**src/rtl/alu_issue_ctrl.sv**
```systemverilog
// alu_issue_ctrl: one-in-flight issue controller with RAW scoreboard, operand capture and ALU handshake.
// Optional ALU_CTRL_TRACE_EN adds TRACE_state/TRACE_pending/TRACE_stall_cnt observation ports.
module alu_issue_ctrl #(
    parameter int DATA_W  = 32,
    parameter int IMM_W   = 12,
    parameter int STALL_W = 8
) (
    input  logic              clk,
    input  logic              rst,
    input  logic              DCR_valid,
    output logic              DCR_ready,
    input  logic              DCR_imm_sel,
    input  logic [IMM_W-1:0]  DCR_imm_val,
    input  logic [4:0]        DCR_rs1,
    input  logic [4:0]        DCR_rs2,
    input  logic [4:0]        DCR_rd,
    input  logic              DCR_rd_we,
    input  logic [3:0]        DCR_alu_op,
    output logic [4:0]        CTL_rs1_addr,
    output logic [4:0]        CTL_rs2_addr,
    input  logic [DATA_W-1:0] RAW_rs1_val,
    input  logic [DATA_W-1:0] RAW_rs2_val,
    output logic              CTL_imm_sel,
    output logic [IMM_W-1:0]  CTL_imm_val,
    output logic [DATA_W-1:0] CTL_rs1_val,
    output logic [DATA_W-1:0] CTL_rs2_val,
    output logic [3:0]        CTL_alu_op,
    output logic [4:0]        CTL_rd,
    output logic              CTL_alu_valid,
    input  logic              ALU_ready,
    input  logic              WB_valid,
    input  logic [4:0]        WB_rd,
    output logic              CTL_busy,
    output logic              CTL_stall_err
`ifdef ALU_CTRL_TRACE_EN
    ,
    output logic [1:0]        TRACE_state,
    output logic [31:0]       TRACE_pending,
    output logic [STALL_W-1:0] TRACE_stall_cnt
`endif
);
    typedef enum logic [1:0] {IDLE = 2'd0, HAZ = 2'd1, ISSUE = 2'd2} state_t;
    localparam logic [STALL_W-1:0] STALL_MAX = '1;

    state_t              r_state, w_state_nx;
    logic [31:0]         r_pending;
    logic [STALL_W-1:0]  r_stall_cnt;
    logic                r_stall_err;
    logic                r_imm_sel;
    logic [IMM_W-1:0]    r_imm_val;
    logic [4:0]          r_rs1, r_rs2, r_rd;
    logic                r_rd_we;
    logic [3:0]          r_alu_op;
    logic [DATA_W-1:0]   r_rs1_val, r_rs2_val;

    logic [31:0]         w_clr, w_set, w_pend_eff;
    logic                w_hazard, w_accept, w_issue_done;
    logic [STALL_W-1:0]  w_cnt_inc;

    assign w_accept     = (r_state == IDLE) && DCR_valid;
    assign w_issue_done = (r_state == ISSUE) && ALU_ready;
    assign w_clr        = (WB_valid && WB_rd != 5'd0) ? (32'd1 << WB_rd) : 32'd0;
    assign w_set        = (w_issue_done && r_rd_we && r_rd != 5'd0) ? (32'd1 << r_rd) : 32'd0;
    // Writeback in the same cycle releases the stall immediately.
    assign w_pend_eff   = r_pending & ~w_clr;
    assign w_hazard     = (r_rs1 != 5'd0 && w_pend_eff[r_rs1]) ||
                          (!r_imm_sel && r_rs2 != 5'd0 && w_pend_eff[r_rs2]);
    assign w_cnt_inc    = (r_stall_cnt == STALL_MAX) ? r_stall_cnt : r_stall_cnt + 1'b1;

    always_comb begin
        w_state_nx = r_state;
        case (r_state)
            IDLE:    w_state_nx = DCR_valid ? HAZ : IDLE;
            HAZ:     w_state_nx = w_hazard ? HAZ : ISSUE;
            ISSUE:   w_state_nx = ALU_ready ? IDLE : ISSUE;
            default: w_state_nx = IDLE;
        endcase
    end

    always_ff @(posedge clk) begin
        if (rst) r_state <= IDLE;
        else     r_state <= w_state_nx;
    end

    always_ff @(posedge clk) begin
        if (rst) begin
            r_pending   <= '0;
            r_stall_cnt <= '0;
            r_stall_err <= 1'b0;
            r_imm_sel   <= 1'b0;
            r_imm_val   <= '0;
            r_rs1       <= '0;
            r_rs2       <= '0;
            r_rd        <= '0;
            r_rd_we     <= 1'b0;
            r_alu_op    <= '0;
            r_rs1_val   <= '0;
            r_rs2_val   <= '0;
        end else begin
            // Set is applied after clear so a same-index collision leaves the entry pending.
            r_pending <= (r_pending & ~w_clr) | w_set;
            if (w_accept) begin
                r_imm_sel <= DCR_imm_sel;
                r_imm_val <= DCR_imm_val;
                r_rs1     <= DCR_rs1;
                r_rs2     <= DCR_rs2;
                r_rd      <= DCR_rd;
                r_rd_we   <= DCR_rd_we;
                r_alu_op  <= DCR_alu_op;
            end
            if (r_state == HAZ) begin
                if (w_hazard) begin
                    r_stall_cnt <= w_cnt_inc;
                    if (w_cnt_inc == STALL_MAX) r_stall_err <= 1'b1;
                end else begin
                    r_stall_cnt <= '0;
                    r_rs1_val   <= RAW_rs1_val;
                    r_rs2_val   <= RAW_rs2_val;
                end
            end
        end
    end

    assign DCR_ready     = (r_state == IDLE);
    assign CTL_busy      = (r_state != IDLE);
    assign CTL_alu_valid = (r_state == ISSUE);
    assign CTL_rs1_addr  = r_rs1;
    assign CTL_rs2_addr  = r_rs2;
    assign CTL_imm_sel   = r_imm_sel;
    assign CTL_imm_val   = r_imm_val;
    assign CTL_rs1_val   = r_rs1_val;
    assign CTL_rs2_val   = r_rs2_val;
    assign CTL_alu_op    = r_alu_op;
    assign CTL_rd        = r_rd;
    assign CTL_stall_err = r_stall_err;

`ifdef ALU_CTRL_TRACE_EN
    assign TRACE_state     = r_state;
    assign TRACE_pending   = r_pending;
    assign TRACE_stall_cnt = r_stall_cnt;
`endif
endmodule

```
**config.mk**
```make
export PLATFORM = sky130hd
export DESIGN_NAME = alu_issue_ctrl
export DESIGN_NICKNAME = d
export VERILOG_FILES = /design/src/rtl/alu_issue_ctrl.sv
export SDC_FILE = /design/constraint.sdc
export NUM_CORES = 1
export LEC_CHECK = 0
export BUFFER_PORTS_ARGS = -buffer_cell sky130_fd_sc_hd__buf_2
export CORE_ASPECT_RATIO = 0.7
export CORE_MARGIN = 2
export CORE_UTILIZATION = 45
export DETAILED_ROUTE_END_ITERATION = 8
export PLACE_DENSITY = 0.73
export SYNTH_ARGS = -nofsm -noshare
export SYNTH_HDL_FRONTEND = slang
export SYNTH_SLANG_ARGS = --single-unit
```
**constraint.sdc**
```tcl
create_clock -name clk -period 4.3 [get_ports clk]
set_input_delay 0.215 -clock clk [delete_from_list [all_inputs] [get_ports clk]]
set_output_delay 0.215 -clock clk [all_outputs]
set_load 0.02 [all_outputs]
```
==> results.ini <==
[logic_synthesis]
avgSynthCellArea_sq_um = 8.76
yosysWarnings = 0
synth.largest_area_cell = dfxtp_1
synth_edf_count = 0
ys_types = 60
synth_top_area_share_pct = 46.0
ys_seq_elements = 140
synth.area.top_cells = dfxtp_1, mux2i_1, nand2_1
syn_nets = 804
syn_inst = 696
syn_area_sq_mm = 0.00610
ys_seq_area_share_pct = 46.0
synthFlopType = dfxtp_1
async_flop_share_pct = 0

[routing]
wl_met2_um = 8040
first_pass_iters = 5
wirelength_um = 17500
wl_met1_um = 8010
wl_met3_um = 1280
drt_iter0_drc = 479
dr.max_layer_used = met4
via_per_inst = 5.38
wl_per_cell_um = 16.2
vias = 5799
ant_nets = 0
drc = 0

[worst_setup_path]
path_max_fanout = 18
cp.arrival_ps = 3600
r2r-end = CTL_rs1_val[24]
r2r-start = CTL_rs1_addr[0]
rrSetupSlack_ps = 960
worst-r2r-cell-count = 8
end_kind = flop
critPathLaunchType = flop
worstSetupPathType = flop to flop
worstPathRequired_ps = 4560

[die]
die_y_um = 101
pin_count = 207
dieWidth_um = 143
die_area_sq_mm = 0.0145
std_cell_rows = 35
core_area_sq_mm = 0.0132
start_util_pct = 46.2

[sta]
finalHoldWorstSlack_ps = 26.7
skew_ps = 14.5
rsz0062_at_grt = no
tns_ps = 0
max_freq_mhz = 300
final_hold_viol_count = 0
relSlewSlack_pct = 24.5
fin_ws_ps = 964
finalSetupViolations = 0
drv_slew = 0
min_period_over_period_pct = 77.6
worst_pin_slew_ps = 1130
period_minus_slack_ps = 3340

[power_and_ir_drop]
p_total_mw = 3.38
pwr_density_cell_mw_per_mm2 = 432
leakage_nw = 3.69
ir_drop_mv = 0.282

[placed_design]
dp_slack_ps = 978
portBuffers = 206
place_area_sq_mm = 0.00723
routabilityCongestion = 0.948
dp_hpwl_um = 12400
dpl.cell_count = 1047

[clock_tree]
root_buffer = clkbuf_16
cts_hold_buf = 0
cts.sinks = 140
clk_latency_ps = 420
cts_tree = yes
cts_resized = 0
cts-buffers-inserted = 17
htree_levels = 4
clk_path_buf_depth = 2
cts_setup_buffers = 0
clkTransAtPathRegs_ps = 70

[global_routing]
grt_remaining_overflow = 0
grt_pass1_vias = 5363
grt_pass1_wl_um = 27700
grt_antenna_before_repair = 0
grt_max_degree = 94
grtUsageTotal_pct = 24.1

[worst_hold_path]
min_delay_path_depth = 3
hold_path.class = primary input to flop
hp-start = RAW_rs1_val[18]
min_to = CTL_rs1_val[18]

[run]
maxCapViolations = 0

[outcome]
outcome = finished clean

[cells_and_area]
syn2layout_area_growth_pct = 28.1
n_antenna_cell = 0
final_nets = 989
final_util_pct = 59.2
layout_common_cells = buf_2, dfxtp_1, nand2_1
final_common_cell = buf_2
final_cells = 1078
drive_gt1_share_pct = 28.9
postLayoutCellArea_sq_mm = 0.00781

## cell usage after synthesis (6+ instances only)
cell / count
a21oi_1: 69
nand2_1: 117
mux2i_1: 71
o21ai_0: 30
and3_1: 6
nand2b_1: 7
nor3_1: 8
mux4_2: 6
nor2_1: 85
inv_1: 7
dfxtp_1: 140
o211ai_1: 15
clkbuf_1: 36
## per-layer routing
layer / vias up / global-route usage [%]
li1: 2807 / -
met1: 2747 / 33.0
met2: 225 / 37.4
met3: 20 / 7.09
met4: 0 / 6.70
met5: - / 0
## worst max path at each step
stage	end	cells past startpoint	slack, ps	from
global placement	CTL_rs1_val[8]	8	1090	CTL_rs1_addr[0]
CTS	CTL_rs1_val[24]	8	970	CTL_rs1_addr[0]
floorplan	CTL_rs1_val[23]	10	1680	CTL_rs1_addr[0]
detailed placement	CTL_rs1_val[24]	8	980	CTL_rs1_addr[0]
global route	CTL_rs1_val[24]	8	740	CTL_rs1_addr[0]
finish	CTL_rs1_val[24]	8	960	CTL_rs1_addr[0]
## worst max-delay path, cell delays in order (launching register included)
cell	delay, ps
dfxtp_1	770
mux4_2	600
o311a_1	130
o311a_1	100
o311ai_1	530
o2111ai_4	460
buf_12	330
mux2i_1	180
nor2_1	60
## registers in the layout, indices dropped and copies added, names as in the netlist
| signal | cells |
|---|---|
| r_rd_we | 1 |
| CTL_stall_err | 1 |
| CTL_imm_sel | 1 |
| r_state | 2 |
| CTL_rs1_addr | 5 |
| CTL_imm_val | 12 |
| CTL_alu_op | 4 |
| CTL_rs2_addr | 5 |
| CTL_rs1_val | 32 |
| r_pending | 32 |
| CTL_rs2_val | 32 |
| CTL_rd | 5 |
| r_stall_cnt | 8 |
## layout make-up
type	instances	area (sq um)
clock buffers	17	425
flip-flops and latches	140	2800
repair buffers	215	1140
inverters	9	33.8
well taps	185	231
fillers	1214	5380
clock inverters	14	149
multi-input cells	498	3030
## report_power, final
part	internal (mW)	total (mW)	leakage (nW)	switching (mW)
clock	0.817	1.44	0.277	0.620
sequential	1.37	1.42	1.14	0.0576
combinational	0.200	0.515	2.27	0.315
total	2.38	3.38	3.69	0.993
## kinds of logic (layout without fill, tap and decap cells)
kind of cell	Yosys count	count (layout)	synth area share, %
buf+inv	58	255	4.58
mux	78	78	14.1
flops	140	140	46.0
xor+xnor	4	4	0.575
fa+ha+maj	1	1	0.205
compound gates	156	156	15.7
simple gates	259	259	18.9
No activity file was read; power rests on OpenSTA's default activity.
